--- src/rtl/eq_pkg.sv ---
// Shared types, coefficient map and saturation helper for the equalizer blocks.
package eq_pkg;

  typedef logic signed [15:0] sample_t;
  typedef logic [4:0]         coef_idx_t;

  localparam coef_idx_t B0_OFS         = 5'd0;
  localparam coef_idx_t B1_OFS         = 5'd1;
  localparam coef_idx_t B2_OFS         = 5'd2;
  localparam coef_idx_t A1_OFS         = 5'd3;
  localparam coef_idx_t A2_OFS         = 5'd4;
  localparam coef_idx_t COEFS_PER_BAND = 5'd5;
  localparam coef_idx_t GAIN_BASE      = 5'd15;
  localparam coef_idx_t NUM_COEF       = 5'd18;
  localparam int        NUM_BANDS      = 3;

  typedef enum logic [2:0] {
    ST_IDLE,
    ST_CAPTURE,
    ST_ISSUE,
    ST_DRAIN,
    ST_DONE
  } state_e;

  function automatic sample_t sat16(input logic signed [63:0] v);
    if (v > 64'sh7FFF) return 16'sh7FFF;
    if (v < -64'sh8000) return 16'sh8000;
    return sample_t'(v[15:0]);
  endfunction

endpackage

--- src/rtl/eq_lrclk_sync.sv ---
// Brings the asynchronous sample clock into the clk domain and flags its rising edge.
module eq_lrclk_sync (
  input  logic clk,
  input  logic reset,
  input  logic l_r_clk,
  output logic edge_pulse
);

  logic sync1_q, sync1_d;
  logic sync2_q, sync2_d;
  logic prev_q, prev_d;

  always_comb begin
    sync1_d = l_r_clk;
    sync2_d = sync1_q;
    prev_d  = sync2_q;
  end

  always_ff @(posedge clk or negedge reset) begin
    if (!reset) begin
      sync1_q <= 1'b0;
      sync2_q <= 1'b0;
      prev_q  <= 1'b0;
    end else begin
      sync1_q <= sync1_d;
      sync2_q <= sync2_d;
      prev_q  <= prev_d;
    end
  end

  assign edge_pulse = sync2_q & ~prev_q;

endmodule

--- src/rtl/eq_mac_sequencer.sv ---
// Three-band biquad equalizer plus gain mix on one shared MAC, one pass per sample edge.
// Define EQ_BAND_PROBE_EN to expose the per-band results as extra output ports.
module eq_mac_sequencer
  import eq_pkg::*;
#(
  parameter int ACC_W     = 40,
  parameter int COEF_BASE = 0
) (
  input  logic        clk,
  input  logic        reset,
  input  logic        l_r_clk,
  input  logic [15:0] audio_in,
  input  logic [15:0] coef_data,
  output logic [4:0]  coef_addr,
  output logic [15:0] audio_out,
  output logic        out_valid,
  output logic        busy,
  output logic        overrun
`ifdef EQ_BAND_PROBE_EN
  ,
  output logic [15:0] low_band_out,
  output logic [15:0] mid_band_out,
  output logic [15:0] high_band_out
`endif
);

  logic edge_pulse;

  eq_lrclk_sync u_sync (
    .clk        (clk),
    .reset      (reset),
    .l_r_clk    (l_r_clk),
    .edge_pulse (edge_pulse)
  );

  state_e                   state_q, state_d;
  coef_idx_t                cnt_q, cnt_d;
  coef_idx_t                coef_addr_q, coef_addr_d;
  logic                     acc_valid_q, acc_valid_d;
  coef_idx_t                acc_idx_q, acc_idx_d;
  logic signed [ACC_W-1:0]  acc_q, acc_d;
  sample_t                  x0_q, x0_d, x1_q, x1_d, x2_q, x2_d;
  sample_t                  y1_q [NUM_BANDS];
  sample_t                  y1_d [NUM_BANDS];
  sample_t                  y2_q [NUM_BANDS];
  sample_t                  y2_d [NUM_BANDS];
  sample_t                  audio_out_q, audio_out_d;
  logic                     out_valid_q, out_valid_d;
  logic                     overrun_q, overrun_d;

  logic                     is_gain, is_load, is_sub;
  logic [1:0]               band;
  coef_idx_t                band_base, ofs;
  sample_t                  operand;
  logic signed [31:0]       prod;
  logic signed [ACC_W-1:0]  term, acc_base, acc_sum;

  // Sequencer: coef_addr is registered, so the address for cnt is set up one cycle early.
  always_comb begin
    state_d     = state_q;
    cnt_d       = cnt_q;
    coef_addr_d = coef_addr_q;
    acc_valid_d = 1'b0;
    acc_idx_d   = acc_idx_q;
    x0_d        = x0_q;
    x1_d        = x1_q;
    x2_d        = x2_q;
    audio_out_d = audio_out_q;
    out_valid_d = 1'b0;
    overrun_d   = overrun_q | (edge_pulse && (state_q != ST_IDLE));
    case (state_q)
      ST_IDLE: begin
        if (edge_pulse) state_d = ST_CAPTURE;
      end
      ST_CAPTURE: begin
        x0_d        = sample_t'(audio_in);
        cnt_d       = 5'd0;
        coef_addr_d = 5'(COEF_BASE);
        state_d     = ST_ISSUE;
      end
      ST_ISSUE: begin
        acc_valid_d = 1'b1;
        acc_idx_d   = cnt_q;
        if (cnt_q == NUM_COEF - 5'd1) begin
          state_d = ST_DRAIN;
        end else begin
          cnt_d       = cnt_q + 5'd1;
          coef_addr_d = cnt_q + 5'd1 + 5'(COEF_BASE);
        end
      end
      ST_DRAIN: begin
        state_d = ST_DONE;
      end
      ST_DONE: begin
        audio_out_d = sat16(64'(acc_q >>> 14));
        out_valid_d = 1'b1;
        x2_d        = x1_q;
        x1_d        = x0_q;
        state_d     = ST_IDLE;
      end
      default: state_d = ST_IDLE;
    endcase
  end

  // MAC: acc_idx_q names the coefficient arriving on coef_data this cycle.
  always_comb begin
    acc_d = acc_q;
    y1_d  = y1_q;
    y2_d  = y2_q;
    is_gain   = (acc_idx_q >= GAIN_BASE);
    band      = 2'd0;
    band_base = 5'd0;
    if (is_gain) begin
      band      = 2'(acc_idx_q - GAIN_BASE);
      band_base = GAIN_BASE;
    end else if (acc_idx_q >= 5'd2 * COEFS_PER_BAND) begin
      band      = 2'd2;
      band_base = 5'd2 * COEFS_PER_BAND;
    end else if (acc_idx_q >= COEFS_PER_BAND) begin
      band      = 2'd1;
      band_base = COEFS_PER_BAND;
    end
    ofs     = acc_idx_q - band_base;
    operand = 16'sd0;
    if (is_gain) begin
      operand = y1_q[band];
    end else begin
      case (ofs)
        B0_OFS:  operand = x0_q;
        B1_OFS:  operand = x1_q;
        B2_OFS:  operand = x2_q;
        A1_OFS:  operand = y1_q[band];
        A2_OFS:  operand = y2_q[band];
        default: operand = 16'sd0;
      endcase
    end
    prod     = 32'(signed'(coef_data)) * 32'(operand);
    is_sub   = !is_gain && ((ofs == A1_OFS) || (ofs == A2_OFS));
    term     = is_sub ? -ACC_W'(prod) : ACC_W'(prod);
    is_load  = (ofs == B0_OFS);
    acc_base = is_load ? {ACC_W{1'b0}} : acc_q;
    acc_sum  = acc_base + term;
    if (acc_valid_q) begin
      acc_d = acc_sum;
      if (!is_gain && (ofs == A2_OFS)) begin
        y2_d[band] = y1_q[band];
        y1_d[band] = sat16(64'(acc_sum >>> 14));
      end
    end
  end

  always_ff @(posedge clk or negedge reset) begin
    if (!reset) begin
      state_q     <= ST_IDLE;
      cnt_q       <= 5'd0;
      coef_addr_q <= 5'd0;
      acc_valid_q <= 1'b0;
      acc_idx_q   <= 5'd0;
      acc_q       <= '0;
      x0_q        <= 16'sd0;
      x1_q        <= 16'sd0;
      x2_q        <= 16'sd0;
      y1_q        <= '{default: 16'sd0};
      y2_q        <= '{default: 16'sd0};
      audio_out_q <= 16'sd0;
      out_valid_q <= 1'b0;
      overrun_q   <= 1'b0;
    end else begin
      state_q     <= state_d;
      cnt_q       <= cnt_d;
      coef_addr_q <= coef_addr_d;
      acc_valid_q <= acc_valid_d;
      acc_idx_q   <= acc_idx_d;
      acc_q       <= acc_d;
      x0_q        <= x0_d;
      x1_q        <= x1_d;
      x2_q        <= x2_d;
      y1_q        <= y1_d;
      y2_q        <= y2_d;
      audio_out_q <= audio_out_d;
      out_valid_q <= out_valid_d;
      overrun_q   <= overrun_d;
    end
  end

  assign coef_addr = coef_addr_q;
  assign audio_out = audio_out_q;
  assign out_valid = out_valid_q;
  assign busy      = (state_q != ST_IDLE);
  assign overrun   = overrun_q;

`ifdef EQ_BAND_PROBE_EN
  assign low_band_out  = y1_q[0];
  assign mid_band_out  = y1_q[1];
  assign high_band_out = y1_q[2];
`endif

endmodule

--- config.mk ---
export PLATFORM = sky130hd
export DESIGN_NAME = eq_mac_sequencer
export DESIGN_NICKNAME = d
export VERILOG_FILES = /design/src/rtl/eq_pkg.sv /design/src/rtl/eq_lrclk_sync.sv /design/src/rtl/eq_mac_sequencer.sv
export SDC_FILE = /design/constraint.sdc
export NUM_CORES = 1
export LEC_CHECK = 0
export CORE_MARGIN = 4
export CORE_UTILIZATION = 48
export CTS_BUF_LIST = sky130_fd_sc_hd__clkbuf_16
export CTS_CLUSTER_DIAMETER = 50
export CTS_CLUSTER_SIZE = 10
export DETAILED_ROUTE_END_ITERATION = 6
export GPL_TIMING_DRIVEN = 0
export PLACE_DENSITY = 0.76
export SYNTH_ARGS = -nofsm -noshare
export SYNTH_HDL_FRONTEND = slang
export SYNTH_SLANG_ARGS = --single-unit
export TNS_END_PERCENT = 20
--- constraint.sdc ---
create_clock -name clk -period 16 [get_ports clk]
set_input_delay 3.2 -clock clk [delete_from_list [all_inputs] [get_ports clk]]
set_output_delay 3.2 -clock clk [all_outputs]
set_load 0.02 [all_outputs]
==> results of run 1 <==
stage by stage:
stage          area (um^2)  TNS, ns
2_1_floorplan        23200        0
3_3_place_gp         24500   -26.69
3_5_place_dp         24600   -38.52
4_1_cts              25400        0
5_1_grt              25600   -0.501
6_report             25600        0
flip-flops by register name (all words and copies together), names as in the netlist:
register        flops
audio_out          16
acc_valid_q         1
y2_q               48
y1_q               48
out_valid           1
acc_q              40
x0_q               16
u_sync.prev_q       1
coef_addr           5
state_q             3
u_sync.sync1_q      1
x1_q               16
x2_q               16
overrun             1
acc_idx_q           5
u_sync.prev_d       1
critical path, delay by kind of cell (launching register included):
| family | cells | cell delay, ns |
|---|---|---|
| AO/OA/AOI/OAI | 16 | 4.07 |
| XOR/XNOR | 4 | 1.00 |
| flip-flops | 1 | 0.41 |
| buffers and inverters | 14 | 2.69 |
| AND/OR/NAND/NOR | 11 | 2.51 |
| adder cells (fa/ha/maj) | 10 | 4.47 |
cell type report:
type / instances / area (um^2)
Buffer: 118 / 505
Clock buffer: 27 / 676
Clock inverter: 8 / 56.3
Fill cell: 4222 / 22200
Inverter: 359 / 1350
Multi-Input combinational cell: 1889 / 16000
Sequential cell: 219 / 5480
Tap cell: 615 / 769
Timing Repair Buffer: 74 / 726
Yosys cell counts (all sizes together), types with 10 or more instances:
master    n
xor2     44
clkbuf  108
o21bai   10
a21o     32
nand2b   24
a222oi   32
buf      13
o22ai    16
ha      129
xnor2    63
nand3    12
dfrtp   219
a221oi   17
nand4    21
mux2     47
a211oi   11
o21a     14
inv     357
o21ai   154
nand2   402
or2      10
a31oi    21
o211ai   57
a21oi    94
and2     98
nor3     15
fa      265
nor2    101
nor2b    85
how the worst min path moves through the flow:
stage | start | endpoint | slack (ns) | depth (start not counted)
after global placement | u_sync.sync1_q | u_sync.prev_d | 0.35 | 0
after detailed placement | u_sync.sync1_q | u_sync.prev_d | 0.34 | 0
after CTS | u_sync.sync1_q | u_sync.prev_d | 0.36 | 0
after global routing | u_sync.sync1_q | u_sync.prev_d | 0.38 | 0
final | u_sync.sync1_q | u_sync.prev_d | 0.36 | 0
after floorplan | u_sync.sync1_q | u_sync.prev_d | 0.33 | 0
per-layer routing:
metal / global-route usage [%] / vias up
li1: - / 8732
met1: 32.7 / 9630
met2: 40.6 / 815
met3: 5.29 / 159
met4: 8.80 / 6
met5: 0 / -
cells by family (layout without fill, tap and decap cells):
group	Yosys count	count (layout)	synth area share, %
AO/OA/AOI/OAI	521	521	15.2
XOR/XNOR	107	107	4.04
flip-flops	219	219	23.6
adder cells (fa/ha/maj)	395	395	29.9
AND/OR/NAND/NOR	812	812	16.7
buffers and inverters	480	586	7.90
multiplexers	54	54	2.59
timing repair:
item,in CTS,in global routing
buffers inserted,6,9
resized for setup,24,43
endpoints found under the setup margin,45,45
pin swaps,5,6
==> impl_results.md, run 1 <==
* Ys async rst share at 100%
* Top post-synthesis cells by area: dfrtp_1, fa_1, ha_1
* Routed length on met3 at 5160 um
* Endpoints failing setup at 0
* Nets at approximately 3100
* Initial DRC Count at 1947
* Worst Hold Class: flop to flop
* Diodes inserted at 0
* Clk buf depth at 3
* Critical Path Most Common Cell: fa_1
* Htree depth at 1
* Reg2reg end: y1_q[13]
* Vias in the first global route at 19800
* I/O pin count at 59
* TritonCTS clock tree: done
* Worst-Margin Slew at about 1.4 ns
* Hpwl dp at 50800 um
* Clk sinks at ~220
* GR Util All Layers at 24.7%
* Clk root buf: clkbuf_16
* Post-Syn Instances at 2588
* Share of cells above drive strength 1 at 6.76%
* Port Buffers at 58
* Die area at roughly 52000 um^2
* Final Max Tran Viols at 0
* Post-route setup slack at 0.625 ns
* Largest net degree at the start of global routing at 111
* Later-pin clock latency in the skew report at about 0.55 ns
* # DRC at 5
* Hold Fails Final Rpt at 0
* Detail Route met2 WL at approximately 30000 um
* Post-synth cell types at between 80 and 90
* Mapped cell area at 23200 um^2
* Post-synth EDFFs at 0
* Crit share post-route at 96.1%
* Synth Warn # at 0
* CP endpoint: y1_q[13]
* Commonest cells after routing, fill and taps aside: nand2_1, inv_1, fa_1, dfrtp_1, o21ai_0
* M1 WL at 26300 um
* Global-route wire length before repair at between 100000 and 150000 um
* Final wirelength at 64400 um
* Max-cap violations at 0
* Wire per inst at 19.5 um
* Post-place setup slack at -0.987 ns
* Via density per instance at 5.85
* RSZ-0062 raised after global routing: yes
* Die X-Extent at 228 um
* Hold buffer count at CTS at 0
* Worst-path clk slew at 0.05 ns
* Critical Path Slowest Stage Cell: or4_1
* DP Cell Count at between 3000 and 4000
* Fmax at 65.0 MHz
* R2r setup slk at 0.62 ns
* Worst Path Max Fanout at 10
* CTS buffer count at 27
* FP Rows at 80
* Top cell type's share of synthesized area at 23.6%
* Post-layout util at 53.5%
* Worst setup EP type: flop
* Reg2Reg Depth at 55
* Seq/Total Area, Yosys at about a quarter
* Largest area contributor in the netlist: dfrtp_1
* DRT Pass-1 Iters at 7
* Worst r2r src: acc_idx_q[0]
* Final min period at 15.38 ns
* Initial Utilization at 48.6%
* Initial antenna violation count at 5
* Non-Filler Instances at between 3000 and 4000
* Data required, critical path at 16.38 ns
* Crit Path Class: flop to flop
* Clock Skew at 0.0306 ns
* Relative slew margins at 7.81%
* Total number of vias at 19300
* Syn_nets at 3017
* Yosys reg bits at roughly 220
* Remaining global-route overflow at 0
* Core ar. at 47700 um^2
* CP arrival at about 16 ns
* Failing checks: design-rule violations
* Mean area per synthesized cell at 8.96 um^2
* Area grow syn2layout at 10.2%
* WHS at 0.359 ns
* Status: complete, but fails checks
* Setup crit start kind: flop
* Top_reg_cell synth: dfrtp_1
* Die span in y at 228 um
* Routability Congestion at roughly 0.95
* CP Launch Point: acc_idx_q[0]
* Remaining antenna violation count at 0
* Max stage delay on crit path at 0.65 ns
* Top Metal Used: met5
* Commonest non-fill, non-tap cell in the layout: nand2_1
Power of run 1 is left out: the tool's default activity adds up to more than one toggle a clock period on the data nets, which glitch-free logic cannot reach.
==> run 2: changes to the inputs <==
SLEW_MARGIN = 20   (was unset)
==> impl_results.md, run 2 (synthesized netlist as in run 1, its figures left out) <==
* Status: completed
* DRT Pass-1 Iters at 7
* Diodes inserted at 0
* Remaining antenna violation count at 0
* Max-cap violations at 0
* Via density per instance at about 6
* WHS at 0.358 ns
* Initial DRC Count at 2109
* Final wirelength at about 65000 um
* Crit share post-route at 96.3%
* TritonCTS clock tree: done
* Clk buf depth at 3
* R2r setup slk at roughly 0.60 ns
* FP Rows at 80
* Placed standard-cell area at 24600 um^2
* Post-route setup slack at between 0.5 and 0.6 ns
* Htree depth at 1
* Commonest cells after routing, fill and taps aside: nand2_1, inv_1, fa_1, dfrtp_1, o21ai_0
* Critical Path Slowest Stage Cell: or4_1
* Nets at 3120
* Initial Utilization at 48.6%
* Final min period at 15.40 ns
* Worst Hold Class: flop to flop
* Vias in the first global route at 19800
* CP arrival at 15.79 ns
* Regs by FF count: y1_q x48, y2_q x48, acc_q x40
* Worst Path Max Fanout at 10
* Worst-Margin Slew at 1.10 ns
* Clk root buf: clkbuf_16
* GR Util All Layers at 24.9%
* Clk sinks at between 200 and 250
* Total number of vias at 19400
* Filler Cell Count at 4237
* CP Launch Point: acc_idx_q[0]
* Clock Skew at 0.0244 ns
* # DRC at 0
* Largest net degree at the start of global routing at 97
* Routability Congestion at ~0.95
* Critical Path Most Common Cell: fa_1
* Remaining global-route overflow at 0
* Data required, critical path at 16.38 ns
* Area grow syn2layout at 10.5%
* Setup total negative slack at 0 ns
* Reg2reg end: y1_q[24]
* CTS buffer count at 27
* Port Buffers at 58
* Worst r2r src: acc_idx_q[0]
* Hold Fails Final Rpt at 0
* Global Route met3 Usage at 4.33%
* Post-place setup slack at -1.05 ns
* GR Util met2 at 41.7%
* Final Max Tran Viols at 0
* Relative slew margins at 26.8%
* Die area at 51900 um^2
* Share of cells above drive strength 1 at 6.94%
* Hold path depth at 0
* Global Route met1 Usage at 33.5%
* Core ar. at 47700 um^2
* Die X-Extent at 228 um
* Worst-path clk slew at 0.05 ns
* Wire per inst at 19.5 um
* Setup crit start kind: flop
* Commonest non-fill, non-tap cell in the layout: nand2_1
* Endpoints failing setup at 0
* CP endpoint: y1_q[24]
* Initial antenna violation count at 4
* Global-route wire length before repair at 106000 um
* Max stage delay on crit path at 0.65 ns
* Hpwl dp at 51100 um
* Worst setup EP type: flop
* Finished Cell Area at 25600 um^2
* I/O pin count at 59
* Fmax at between 60 and 70 MHz
* Global routing's busiest layer: met2
* Crit Path Class: flop to flop
* Die span in y at 228 um
* Reg2Reg Depth at 55
* Later-pin clock latency in the skew report at 0.54 ns
[run 2: cell types whose count changed in the layout (fill, tap and decap cells not counted), sizes merged]
cell and delta:
clkbuf +1, buf +2, clkinv -2, inv +1
[run 2: area by class of cell]
cell class / instances / area (um^2) / area share, %
Clock buffer: 27 / 676 / 2.64
Timing Repair Buffer: 77 / 758 / 2.96
Tap cell: 615 / 769 / 3.00
Multi-Input combinational cell: 1889 / 16000 / 62.6
Inverter: 359 / 1350 / 5.28
Sequential cell: 219 / 5480 / 21.4
Clock inverter: 7 / 41.3 / 0.161
Buffer: 118 / 509 / 1.99
[run 2: per-layer routing]
layer	wire, um	vias to the layer above
li1	-	8725
met1	26400	9635
met2	31000	859
met3	5120	135
met4	2060	4
met5	23	-
[run 2: critical path: cells and delay by family (launching register included)]
| kind | cells | cell delay (ns) |
|---|---|---|
| adders and majority gates | 10 | 4.47 |
| AOI/OAI and AO/OA | 17 | 4.34 |
| buffers and inverters | 14 | 2.62 |
| and+or+nand+nor | 10 | 2.38 |
| xor gates and xnor gates | 4 | 1.01 |
| DFF | 1 | 0.42 |
[run 2: stage by stage]
step	utilization [%]	std cells
3_5_place_dp	51.5	3263
3_3_place_gp	51.4	3261
6_report	53.6	3311
5_1_grt	53.6	3311
4_1_cts	53.3	3301
2_1_floorplan	-	2588
[run 2: what timing repair did]
item	in CTS	in global routing
gates cloned	0	0
setup buffers	6	7
pin swaps	5	6
gates resized for setup	26	43
hold buffers	0	0
endpoints found under the setup margin	45	45
[run 2: how the worst min path moves through the flow]
stage	slack [ns]	from	endpoint
floorplan	0.33	u_sync.sync1_q	u_sync.prev_d
global placement	0.35	u_sync.sync1_q	u_sync.prev_d
detailed placement	0.34	u_sync.sync1_q	u_sync.prev_d
CTS	0.36	u_sync.sync1_q	u_sync.prev_d
global route	0.37	u_sync.sync1_q	u_sync.prev_d
finish	0.36	u_sync.sync1_q	u_sync.prev_d
Power of run 2 is left out for the same reason.
